[src/rtl/inst_aligner.sv]
// Fetch-side instruction aligner: fetches words, buffers up to three halfwords and
// presents one aligned RV32IC instruction (16- or 32-bit) per decoder handshake.
module inst_aligner #(
    parameter logic [31:0] RESET_PC = 32'h0000_0000
) (
    input  logic        clk_i,
    input  logic        rst_n_i,
    output logic        fetch_req_o,
    output logic [31:0] fetch_addr_o,
    input  logic        fetch_valid_i,
    input  logic [31:0] fetch_data_i,
    output logic        inst_valid_o,
    input  logic        inst_ready_i,
    output logic [31:0] inst_o,
    output logic        is_c_o,
    output logic [31:0] pc_o,
    input  logic        redirect_i,
    input  logic [31:0] redirect_pc_i
);

    localparam int unsigned XLEN  = 32;
    localparam int unsigned HW    = 16;
    localparam int unsigned DEPTH = 3;
    localparam int unsigned CW    = 2;

    logic [HW-1:0]   hw_q [DEPTH];
    logic [HW-1:0]   hw_d [DEPTH];
    logic [CW-1:0]   count_q, count_d;
    logic [XLEN-1:0] pc_q, pc_d;
    logic [XLEN-1:0] faddr_q, faddr_d;
    logic            freq_q, freq_d;
    logic            drop_q, drop_d;
    logic            skip_q, skip_d;

    logic            head_c_c;
    logic            valid_c;
    logic            pop_c;
    logic            outstanding_c;
    logic            accept_c;
    logic [CW-1:0]   cnt_s_c;
    logic [HW-1:0]   lo_hw_c;
    logic [HW-1:0]   hi_hw_c;

    // Head decode: a compressed head needs one halfword, otherwise two.
    always_comb begin
        head_c_c      = (count_q != CW'(0)) && (hw_q[0][1:0] != 2'b11);
        valid_c       = head_c_c || (count_q >= CW'(2));
        pop_c         = valid_c && inst_ready_i;
        outstanding_c = freq_q || drop_q;
        accept_c      = fetch_valid_i && outstanding_c;
        lo_hw_c       = fetch_data_i[HW-1:0];
        hi_hw_c       = fetch_data_i[XLEN-1:HW];
    end

    assign fetch_req_o  = freq_q;
    assign fetch_addr_o = faddr_q;
    assign pc_o         = pc_q;
    assign inst_valid_o = valid_c;
    assign is_c_o       = head_c_c;
    assign inst_o       = head_c_c ? {16'h0000, hw_q[0]} : {hw_q[1], hw_q[0]};

    // Next state: redirect wins; otherwise shift out the popped instruction, then append at the new tail.
    always_comb begin
        hw_d    = hw_q;
        count_d = count_q;
        pc_d    = pc_q;
        faddr_d = faddr_q;
        freq_d  = freq_q;
        drop_d  = drop_q;
        skip_d  = skip_q;
        cnt_s_c = count_q;

        if (redirect_i) begin
            count_d = '0;
            pc_d    = redirect_pc_i;
            faddr_d = {redirect_pc_i[XLEN-1:2], 2'b00};
            skip_d  = redirect_pc_i[1];
            freq_d  = 1'b0;
            drop_d  = outstanding_c && !fetch_valid_i;
        end else begin
            if (pop_c) begin
                if (head_c_c) begin
                    hw_d[0] = hw_q[1];
                    hw_d[1] = hw_q[2];
                    cnt_s_c = count_q - CW'(1);
                    pc_d    = pc_q + XLEN'(2);
                end else begin
                    hw_d[0] = hw_q[2];
                    cnt_s_c = count_q - CW'(2);
                    pc_d    = pc_q + XLEN'(4);
                end
            end
            count_d = cnt_s_c;

            if (accept_c) begin
                freq_d = 1'b0;
                if (drop_q) begin
                    drop_d = 1'b0;
                end else begin
                    faddr_d = faddr_q + XLEN'(4);
                    skip_d  = 1'b0;
                    if (skip_q) begin
                        case (cnt_s_c)
                            CW'(0):  hw_d[0] = hi_hw_c;
                            CW'(1):  hw_d[1] = hi_hw_c;
                            default: hw_d[2] = hi_hw_c;
                        endcase
                        count_d = cnt_s_c + CW'(1);
                    end else begin
                        case (cnt_s_c)
                            CW'(0): begin
                                hw_d[0] = lo_hw_c;
                                hw_d[1] = hi_hw_c;
                            end
                            CW'(1): begin
                                hw_d[1] = lo_hw_c;
                                hw_d[2] = hi_hw_c;
                            end
                            default: hw_d[2] = lo_hw_c;
                        endcase
                        count_d = cnt_s_c + CW'(2);
                    end
                end
            end else if (!outstanding_c && (count_q <= CW'(1))) begin
                freq_d = 1'b1;
            end
        end
    end

    always_ff @(posedge clk_i) begin
        if (!rst_n_i) begin
            for (int i = 0; i < int'(DEPTH); i++) begin
                hw_q[i] <= '0;
            end
            count_q <= '0;
            pc_q    <= RESET_PC;
            faddr_q <= {RESET_PC[XLEN-1:2], 2'b00};
            freq_q  <= 1'b0;
            drop_q  <= 1'b0;
            skip_q  <= RESET_PC[1];
        end else begin
            hw_q    <= hw_d;
            count_q <= count_d;
            pc_q    <= pc_d;
            faddr_q <= faddr_d;
            freq_q  <= freq_d;
            drop_q  <= drop_d;
            skip_q  <= skip_d;
        end
    end

endmodule

[config.mk]
export PLATFORM = sky130hd
export DESIGN_NAME = inst_aligner
export DESIGN_NICKNAME = d
export VERILOG_FILES = /design/src/rtl/inst_aligner.sv
export SDC_FILE = /design/constraint.sdc
export NUM_CORES = 1
export LEC_CHECK = 0
export ABC_AREA = 1
export CAP_MARGIN = 10
export CORE_MARGIN = 2
export CORE_UTILIZATION = 50
export DETAILED_ROUTE_END_ITERATION = 10
export PLACE_DENSITY_LB_ADDON = 0.15
export RECOVER_POWER = 100
export SYNTH_ARGS = -nofsm -noshare
export SYNTH_HDL_FRONTEND = slang
export SYNTH_SLANG_ARGS = --single-unit
[constraint.sdc]
create_clock -name clk_i -period 3.41 [get_ports clk_i]
set_input_delay 0.682 -clock clk_i [delete_from_list [all_inputs] [get_ports clk_i]]
set_output_delay 0.682 -clock clk_i [all_outputs]
set_load 0.01 [all_outputs]
==> impl_metrics.ini, run 1 <==
[setup_path]
cell_count_of_the_worst_reg_to_reg_path = 14
maximum_fanout_along_the_worst_path = 31
worstReg2RegStart = count_q[0]
largest_stage_delay_on_the_critical_path_ns = 0.61
setup.worst_path.start_class = flop
setup.worst_path.start = count_q[0]
worst_setup_path_type = flop to output pin
cp_data_arrival_time_ns = 2.56
capture_instance_of_the_worst_register_to_register_path = hw_q[38]
worstPathCellList = inv_1 -> ha_1 -> inv_2 -> nand2_4 -> inv_4 -> clkdlybuf4s50_1
endpoint_kind = output pin
reg_to_reg_setup_timing_slack_ns = 0.28
worst-endpoint-required_ns = 2.73
timing.critical_path.slowest_stage_cell = sky130_fd_sc_hd__clkdlybuf4s50_1
critical_path_sink = is_c_o

[route]
violation_count_after_the_first_detailed_route_iteration = 1233
routed.top_layer = met4
dr_wl_met2_mm = 12.4
drt_drc_violations_left = 0
via_count = 9820
met3_wirelength_mm = 3.28
wl_per_cell_um = 17.1
drtPass1Iterations = 6
route.antenna.remaining_nets = 0
post_drt_via_cell_ratio = 5.71
drt_wl_total_mm = 29.4
detail_route.wirelength.met1_mm = 12.9

[layout]
postLayoutCoreUtil = 0.638
area_delta_synth_final_pct = 26.0
antenna_cells = 0
fill_cells = 1551
final_net_count = 1563
multiInputGateArea_um2 = 4870
post_route_cells_drive_above_1_share = 0.0620
stdcell_area_um2 = 10500
area.sequential_um2 = 2300

[synth]
synth.ff_latch_count = 115
synth.avg_cell_area_um2 = 6.14
synth_cell_type_count = 49
synth-async-reset-ratio = 0
netlist_area_um2 = 8340
synth-edff-count = 0
yosys_warnings = 0
synth_top_cells_by_area = sky130_fd_sc_hd__dfxtp_1 28%, sky130_fd_sc_hd__nand2_1 16%, sky130_fd_sc_hd__inv_1 7.4%, sky130_fd_sc_hd__nand3_1 7.4%, sky130_fd_sc_hd__o21ai_0 6.2%
primary_flip_flop_cell_chosen_by_synthesis_mapping = sky130_fd_sc_hd__dfxtp_1
yosys.cell_count.top_type = sky130_fd_sc_hd__nand2_1
synth_commonest_cells = 361 x sky130_fd_sc_hd__nand2_1, 164 x sky130_fd_sc_hd__inv_1, 123 x sky130_fd_sc_hd__nand3_1
ys_seq_area_frac = 0.276
synth_top_area_share = 0.276
synth_largest_area_cell = sky130_fd_sc_hd__dfxtp_1
number_of_cells_produced_by_synthesis = 1358

[timing]
max_clock_freq_ghz = 0.308
final_report_max_slew_violation_count = 0
post-route-period-util = 0.951
worst_pin_slew_ns = 1.48
timing.clock.skew_ns = 0.00715
report.final.setup_viol = 0
timing_hold_violations_final = 0
totalNegativeSetupSlack_ns = 0
finalCriticalPeriod_ns = 3.24
relative_slew_slack = 0.0131
unrepaired_setup_endpoints_after_global_routing = no

[floorplan]
coreArea_um2 = 16500
floorplan.io_pins = 168
die_height_um = 133
design.die.area_um2 = 17700
fp.dieW_um = 133
initial_utilization = 0.506
rows = 47

[clocking]
clkSinkCount = 115
post_cts_resized = 0
ctsHoldBuffers = 0
cts_buffers = 17
cts_max_path_buffers = 2
tritoncts = done
clk_root_buffer_cell = sky130_fd_sc_hd__clkbuf_16
postCtsSetupRepairBufs = 0
clk_pin_slew_ns = 0.06
htree_levels = 4
clock_insertion_delay_worst_skew_ns = 0.42

[grt]
grt_max_degree = 63
antenna_found_initial = 0
grt_first_pass_wirelength_mm = 46.2
first_global_vias = 8750
global_route.usage.total = 0.328
overflow = 0

[power]
power.share.combinational = 0.221
worst_ir_drop_vdd_mv = 0.387
leakage_nw = 4.50
netSwitchingPower_w = 0.00135
p_total_w = 0.00431
power_switching_share = 0.312
power.density_cell_area_nw_per_um2 = 410
p_clk_frac = 0.424
internal_power_w = 0.00296
seq_power_share = 0.355

[place]
post-dp-hpwl_mm = 20.9
place_area_um2 = 9990
io_buffer_count = 165
gpl.final_weighted_congestion = 0.909

[job]
max_cap_violations = 0

[outcome]
outcome = complete, no violations

[min_path]
hold_path_class = flop to flop
## registers in the layout, summed over array words and instances, names as in the netlist
register      cells
count_q           2
fetch_req_o       1
fetch_addr_o     30
hw_q             48
pc_o             32
skip_q            1
drop_q            1
## cell families (layout without fill, tap and decap cells)
group                      count (synthesis)  after routing  synth area share
AOI/OAI and AO/OA                        294            294             0.210
buffers and inverters                    257            397             0.134
other                                      1              2          0.000450
DFF                                      115            115             0.276
adders and majority gates                  8              8            0.0120
and+or+nand+nor                          671            671             0.353
xor gates and xnor gates                  12             12            0.0149
## area by class of cell
type                            count  area share
Multi-Input combinational cell    987       0.464
Sequential cell                   115       0.219
Timing Repair Buffer              188       0.171
Inverter                          177      0.0635
Clock buffer                       21      0.0429
Tap cell                          220      0.0262
Clock inverter                     11      0.0129
## worst min path at each step
| stage | start | end | cells past startpoint |
|---|---|---|---|
| 3_5_place_dp | hw_q[16] | hw_q[16] | 2 |
| 4_1_cts | hw_q[16] | hw_q[16] | 2 |
| 3_3_place_gp | hw_q[16] | hw_q[16] | 2 |
| 6_report | hw_q[16] | hw_q[16] | 2 |
| 5_1_grt | hw_q[16] | hw_q[16] | 2 |
| 2_1_floorplan | hw_q[16] | hw_q[16] | 2 |
## power groups by stage
stage / Combinational [W] / Sequential (W) / Clock (W)
after CTS: 0.000971 / 0.00153 / 0.00183
after global routing: 0.00104 / 0.00154 / 0.00189
final: 0.000954 / 0.00153 / 0.00183
after detailed placement: 0.000966 / 0.00155 / 0
after floorplan: 0.000569 / 0.00154 / 0
after global placement: 0.000954 / 0.00155 / 0
## metrics by stage
step                setup WS [ns]  cells  hold WS [ns]
floorplan                   0.873   1359         0.426
finish                      0.167   1719         0.465
CTS                         0.173   1719         0.462
detailed placement          0.211   1687         0.448
global placement            0.240   1687         0.443
global route               0.0512   1719         0.500
## placed cells by master, fill, tap and decap left out, types with 3 or more instances in the layout
| cell | n |
|---|---|
| sky130_fd_sc_hd__clkbuf_1 | 6 |
| sky130_fd_sc_hd__inv_2 | 8 |
| sky130_fd_sc_hd__nand3_4 | 3 |
| sky130_fd_sc_hd__nand2_1 | 365 |
| sky130_fd_sc_hd__o21ai_0 | 108 |
| sky130_fd_sc_hd__o211ai_1 | 38 |
| sky130_fd_sc_hd__a32oi_1 | 7 |
| sky130_fd_sc_hd__buf_4 | 16 |
| sky130_fd_sc_hd__nand2_2 | 7 |
| sky130_fd_sc_hd__dfxtp_1 | 115 |
| sky130_fd_sc_hd__clkinv_2 | 6 |
| sky130_fd_sc_hd__dlygate4sd3_1 | 82 |
| sky130_fd_sc_hd__o21ai_1 | 4 |
| sky130_fd_sc_hd__bufinv_16 | 3 |
| sky130_fd_sc_hd__clkdlybuf4s50_1 | 82 |
| sky130_fd_sc_hd__nor2_1 | 114 |
| sky130_fd_sc_hd__nand3_1 | 123 |
| sky130_fd_sc_hd__a21oi_1 | 67 |
| sky130_fd_sc_hd__nand4_1 | 21 |
| sky130_fd_sc_hd__o22ai_1 | 12 |
| sky130_fd_sc_hd__nor3_1 | 17 |
| sky130_fd_sc_hd__xor2_1 | 7 |
| sky130_fd_sc_hd__a31oi_1 | 36 |
| sky130_fd_sc_hd__xnor2_1 | 4 |
| sky130_fd_sc_hd__ha_1 | 8 |
| sky130_fd_sc_hd__nand3b_1 | 4 |
| sky130_fd_sc_hd__clkbuf_2 | 4 |
| sky130_fd_sc_hd__nand2_4 | 5 |
| sky130_fd_sc_hd__nor2_2 | 4 |
| sky130_fd_sc_hd__inv_1 | 166 |
| sky130_fd_sc_hd__clkbuf_16 | 17 |
| sky130_fd_sc_hd__o21bai_1 | 3 |
| sky130_fd_sc_hd__o21ai_2 | 10 |
## metal layers
metal | track usage | up-vias
met4 | 0.113 | 0
met1 | 0.475 | 4448
met3 | 0.0700 | 69
li1 | - | 4740
met5 | 0 | -
met2 | 0.484 | 563
## critical path, delay by kind of cell, from the launching register on
kind,cells,cell delay [ns]
adder cells (fa/ha/maj),1,0.25
buffers and inverters,4,1.30
flip-flops,1,0.33
AND/OR/NAND/NOR,1,0.24
(Power assumes the default switching activity.)
==> run 2, diff against run 1 <==
Settings changed: CTS_CLUSTER_SIZE set to 30, SETUP_SLACK_MARGIN set to 0.15, SLEW_MARGIN set to 20.
==> run 2 against run 1 <==
  * Clock skew is 0.00068 ns higher
  * Critical endpoint is now inst_o[23]
  * Setup slack better by 0.066 ns
  * Fmax is 2.1% higher
  * Final cell count stayed put
  * Clock-buffer cell count stayed put
  * Clock power hardly changed
  * Die area stayed put
  * Largest power group unchanged
  * First-iteration DRC count is 0.73% lower
  * Worst hold slack worse by 0.00069 ns
  * Critical path depth is 1 higher
==> impl_metrics.ini, run 2 (same netlist as run 1, synthesis figures left out) <==
[outcome]
outcome = complete, no violations

[route]
via_count = 9833
drtPass1Iterations = 6
violation_count_after_the_first_detailed_route_iteration = 1224
drt_wl_total_mm = 29.4
wl_per_cell_um = 17.1
route.antenna.remaining_nets = 0
drt_drc_violations_left = 0
post_drt_via_cell_ratio = 5.72

[clocking]
post_cts_resized = 0
ctsHoldBuffers = 0
cts_buffers = 17
htree_levels = 4
tritoncts = done
clock_insertion_delay_worst_skew_ns = 0.43
clkSinkCount = 115
clk_root_buffer_cell = sky130_fd_sc_hd__clkbuf_16
clk_pin_slew_ns = 0.06
postCtsSetupRepairBufs = 0
cts_max_path_buffers = 2

[layout]
area.sequential_um2 = 2300
stdcell_area_um2 = 10500
final_common_cell = sky130_fd_sc_hd__nand2_1
mostFrequentLayoutCells = 364 x sky130_fd_sc_hd__nand2_1, 167 x sky130_fd_sc_hd__inv_1, 123 x sky130_fd_sc_hd__nand3_1, 115 x sky130_fd_sc_hd__dfxtp_1, 113 x sky130_fd_sc_hd__nor2_1
antenna_cells = 0
multiInputGateArea_um2 = 4890
final_net_count = 1563
area_delta_synth_final_pct = 26.2
fill_cells = 1551
largest-register = hw_q
flip_flop_count_of_the_largest_register_after_layout = 48
post_route_cells_drive_above_1_share = 0.0627

[timing]
post-route-period-util = 0.932
worst_hold_slack_ns = 0.464
worst_pin_slew_ns = 1.45
final_report_max_slew_violation_count = 0
timing.clock.skew_ns = 0.00783
unrepaired_setup_endpoints_after_global_routing = no
totalNegativeSetupSlack_ns = 0
report.final.setup_viol = 0
relative_slew_slack = 0.0364
max_clock_freq_ghz = 0.315
finalCriticalPeriod_ns = 3.18
timing_hold_violations_final = 0
final_critical_path_setup_slack_ns = 0.233

[min_path]
hold_depth = 2
worst_hold_startpoint = hw_q[16]
hold_path_class = flop to flop
terminating_pin_of_the_worst_hold_path = hw_q[16]

[grt]
antenna_found_initial = 0
grt_max_degree = 63
overflow = 0
global_route.usage.total = 0.328
first_global_vias = 8750
grt_first_pass_wirelength_mm = 46.2

[floorplan]
initial_utilization = 0.506
rows = 47
fp.dieW_um = 133
coreArea_um2 = 16500
design.die.area_um2 = 17700
die_height_um = 133
floorplan.io_pins = 168

[setup_path]
endpoint_kind = output pin
maximum_fanout_along_the_worst_path = 31
worst-endpoint-required_ns = 2.73
cp_data_arrival_time_ns = 2.50
reg_to_reg_setup_timing_slack_ns = 0.33
cell_count_of_the_worst_reg_to_reg_path = 12
setup.worst_path.start_class = flop
capture_instance_of_the_worst_register_to_register_path = hw_q[38]
worstReg2RegStart = count_q[0]
worst_setup_path_type = flop to output pin

[place]
placement.setup.worst_slack_ns = 0.211
io_buffer_count = 165
post-dp-hpwl_mm = 20.9
place_area_um2 = 9990
gpl.final_weighted_congestion = 0.909

[job]
max_cap_violations = 0

[power]
p_total_w = 0.00431
leakage_nw = 4.51
worst_ir_drop_vdd_mv = 0.388
power.density_cell_area_nw_per_um2 = 410
## run 2: routing by layer
metal / routed length, µm / global-route usage
met2: 12400 / 0.484
met5: 0 / 0
met1: 13200 / 0.475
met4: 794 / 0.113
met3: 2990 / 0.0700
## run 2: where the power goes
part           switching [W]  internal (W)
combinational       0.000577      0.000381
sequential          0.000103       0.00143
clock               0.000668       0.00116
total                0.00135       0.00297
## run 2: critical path: stages, from the launching register on
cell and delay (ns):
sky130_fd_sc_hd__dfxtp_1 0.33, sky130_fd_sc_hd__inv_1 0.14, sky130_fd_sc_hd__ha_1 0.25, sky130_fd_sc_hd__inv_2 0.21
sky130_fd_sc_hd__nand2_8 0.18, sky130_fd_sc_hd__inv_4 0.33, sky130_fd_sc_hd__nor2_1 0.11, sky130_fd_sc_hd__clkdlybuf4s50_1 0.50
## run 2: how the worst max path moves through the flow
stage	start	to	cells past startpoint
detailed placement	inst_ready_i	hw_q[20]	12
floorplan	count_q[0]	hw_q[23]	15
finish	count_q[0]	inst_o[23]	7
global route	count_q[0]	pc_o[6]	13
global placement	inst_ready_i	hw_q[20]	12
CTS	count_q[0]	is_c_o	6
## run 2: area by class of cell
| class | count | share of cell area |
|---|---|---|
| Inverter | 177 | 0.0634 |
| Multi-Input combinational cell | 987 | 0.465 |
| Tap cell | 220 | 0.0262 |
| Timing Repair Buffer | 188 | 0.171 |
| Clock buffer | 21 | 0.0428 |
| Sequential cell | 115 | 0.219 |
| Clock inverter | 11 | 0.0128 |
## run 2: per-stage QoR
| step | instances | utilization |
|---|---|---|
| 2_1_floorplan | 1359 | - |
| 3_3_place_gp | 1687 | 0.607 |
| 3_5_place_dp | 1687 | 0.607 |
| 4_1_cts | 1719 | 0.642 |
| 5_1_grt | 1719 | 0.639 |
| 6_report | 1719 | 0.639 |
==> run 3, diff against run 2 <==
Settings changed: CORE_UTILIZATION 50 to 25.
==> run 3 against run 2 <==
  * The run now ends with capacitance limit, slew limit left
  * Die area rose by 96%
  * Final area is 3.7% higher
  * Non-clock buffer count up 6
  * Setup slack improved by 0.022 ns
  * Power grew 7.0%
  * Final cell count grew 13%
==> impl_metrics.ini, run 3 (same netlist as run 1, synthesis figures left out) <==
[power]
worst_ir_drop_vdd_mv = 0.355
leakage_nw = 4.61
seq_power_share = 0.332
power_switching_share = 0.316
p_total_w = 0.00461
p_clk_frac = 0.456
netSwitchingPower_w = 0.00146
power.share.combinational = 0.211
internal_power_w = 0.00315
power.density_cell_area_nw_per_um2 = 423

[place]
io_buffer_count = 165
post-dp-hpwl_mm = 26.1
gpl.final_weighted_congestion = 0.870
placement.setup.worst_slack_ns = 0.165

[route]
drt_wl_total_mm = 35.3
drtPass1Iterations = 5
via_count = 9571
drt_drc_violations_left = 0
post_drt_via_cell_ratio = 4.92
violation_count_after_the_first_detailed_route_iteration = 743
route.antenna.remaining_nets = 0
wl_per_cell_um = 18.1

[grt]
grt_max_degree = 63
gr-usage-met1 = 0.285
groute.layer.met3.usage = 0.0372
first_global_vias = 8929
overflow = 0
global_route.usage.total = 0.200
antenna_found_initial = 0
grt_first_pass_wirelength_mm = 54.3
globalRoute.busiestLayer = met2
globalRouteMet2Util = 0.312

[job]
max_cap_violations = 1

[clocking]
cts_buffers = 17
post_cts_resized = 0
clkSinkCount = 115
cts_max_path_buffers = 2
postCtsSetupRepairBufs = 0
ctsHoldBuffers = 0
clk_root_buffer_cell = sky130_fd_sc_hd__clkbuf_16
clock_insertion_delay_worst_skew_ns = 0.43
clk_pin_slew_ns = 0.06
htree_levels = 4
tritoncts = done

[layout]
antenna_cells = 0
final_common_cell = sky130_fd_sc_hd__nand2_1
final_net_count = 1569
area_delta_synth_final_pct = 30.9
flip_flop_count_of_the_largest_register_after_layout = 48
post_route_cells_drive_above_1_share = 0.0664
postLayoutCoreUtil = 0.334
largest-register = hw_q
mostFrequentLayoutCells = 365 x sky130_fd_sc_hd__nand2_1, 168 x sky130_fd_sc_hd__inv_1, 123 x sky130_fd_sc_hd__nand3_1, 115 x sky130_fd_sc_hd__dfxtp_1, 112 x sky130_fd_sc_hd__nor2_1
area.sequential_um2 = 2300
fill_cells = 3634
multiInputGateArea_um2 = 4880

[floorplan]
rows = 66
coreArea_um2 = 32700
initial_utilization = 0.255
fp.dieW_um = 187
design.die.area_um2 = 34800
floorplan.io_pins = 168
die_height_um = 187

[timing]
unrepaired_setup_endpoints_after_global_routing = no
post-route-period-util = 0.925
max_clock_freq_ghz = 0.317
worst_pin_slew_ns = 1.57
finalCriticalPeriod_ns = 3.16
report.final.setup_viol = 0
relative_slew_slack = -0.0480
totalNegativeSetupSlack_ns = 0
final_report_max_slew_violation_count = 63
final_critical_path_setup_slack_ns = 0.255
timing.clock.skew_ns = 0.0138
timing_hold_violations_final = 0

[setup_path]
worst_setup_path_type = flop to output pin
maximum_fanout_along_the_worst_path = 26
reg_to_reg_setup_timing_slack_ns = 0.31
cell_count_of_the_worst_reg_to_reg_path = 14
endpoint_kind = output pin
cp_data_arrival_time_ns = 2.47
setup.worst_path.start_class = flop
worst-endpoint-required_ns = 2.73
capture_instance_of_the_worst_register_to_register_path = hw_q[20]
worstReg2RegStart = count_q[1]

[outcome]
outcome = finished, violations left
violations = capacitance limit, slew limit

[min_path]
terminating_pin_of_the_worst_hold_path = hw_q[16]
hold_depth = 2
hold_path_class = flop to flop
worst_hold_startpoint = hw_q[16]
[run 3: cell types whose count changed in the layout (fill, tap and decap cells not counted), sizes merged]
cell	previous run	this run
clkinvlp	2	1
clkdlybuf4s50	83	68
clkinv	8	3
bufinv	3	5
buf	18	21
inv	175	181
dlygate4sd3	81	96
clkbuf	27	28
[run 3: critical path, cell delays in order, from the launching register on]
cell and delay, ns:
sky130_fd_sc_hd__dfxtp_1 0.35, sky130_fd_sc_hd__inv_1 0.11, sky130_fd_sc_hd__ha_1 0.20, sky130_fd_sc_hd__inv_2 0.21
sky130_fd_sc_hd__nand2_4 0.18, sky130_fd_sc_hd__inv_4 0.29, sky130_fd_sc_hd__nor2_1 0.08, sky130_fd_sc_hd__dlygate4sd3_1 0.61
[run 3: layout make-up]
| cell class | instances | share of cell area |
|---|---|---|
| tap | 442 | 0.0507 |
| sequential | 115 | 0.211 |
| inverter | 177 | 0.0611 |
| timing repair buffer | 194 | 0.168 |
| multi-input combinational | 987 | 0.447 |
| clock buffer | 19 | 0.0415 |
| clock inverter | 13 | 0.0201 |
[run 3: power by group through the flow]
stage	combinational, W	sequential, W	clock, W
floorplan	0.000569	0.00154	0
global placement	0.00101	0.00157	0
detailed placement	0.00101	0.00157	0
CTS	0.00102	0.00154	0.00214
global route	0.00108	0.00155	0.00219
finish	0.000975	0.00153	0.00210
[run 3: layer usage]
layer	vias to the layer above	part of all wire	wire [µm]
met5	-	0	0
met4	0	0.013	459
li1	4750	-	-
met2	359	0.44	15700
met1	4433	0.48	16900
met3	29	0.063	2210
[run 3: worst max-delay path by stage]
stage	start	depth (start not counted)	end	slack, ns
final	count_q[1]	7	inst_o[23]	0.25
after global routing	count_q[1]	16	hw_q[20]	0.09
after CTS	count_q[1]	7	inst_o[20]	0.27
after detailed placement	inst_ready_i	10	hw_q[20]	0.16
after global placement	inst_ready_i	10	hw_q[20]	0.20
after floorplan	count_q[0]	15	hw_q[23]	0.87
[run 3: through the flow]
step / cell area [µm²] / hold slack (ns) / cells
floorplan: 8340 / 0.426 / 1359
global placement: 10300 / 0.443 / 1915
detailed placement: 10300 / 0.454 / 1915
CTS: 11000 / 0.465 / 1947
global route: 10900 / 0.486 / 1947
finish: 10900 / 0.461 / 1947
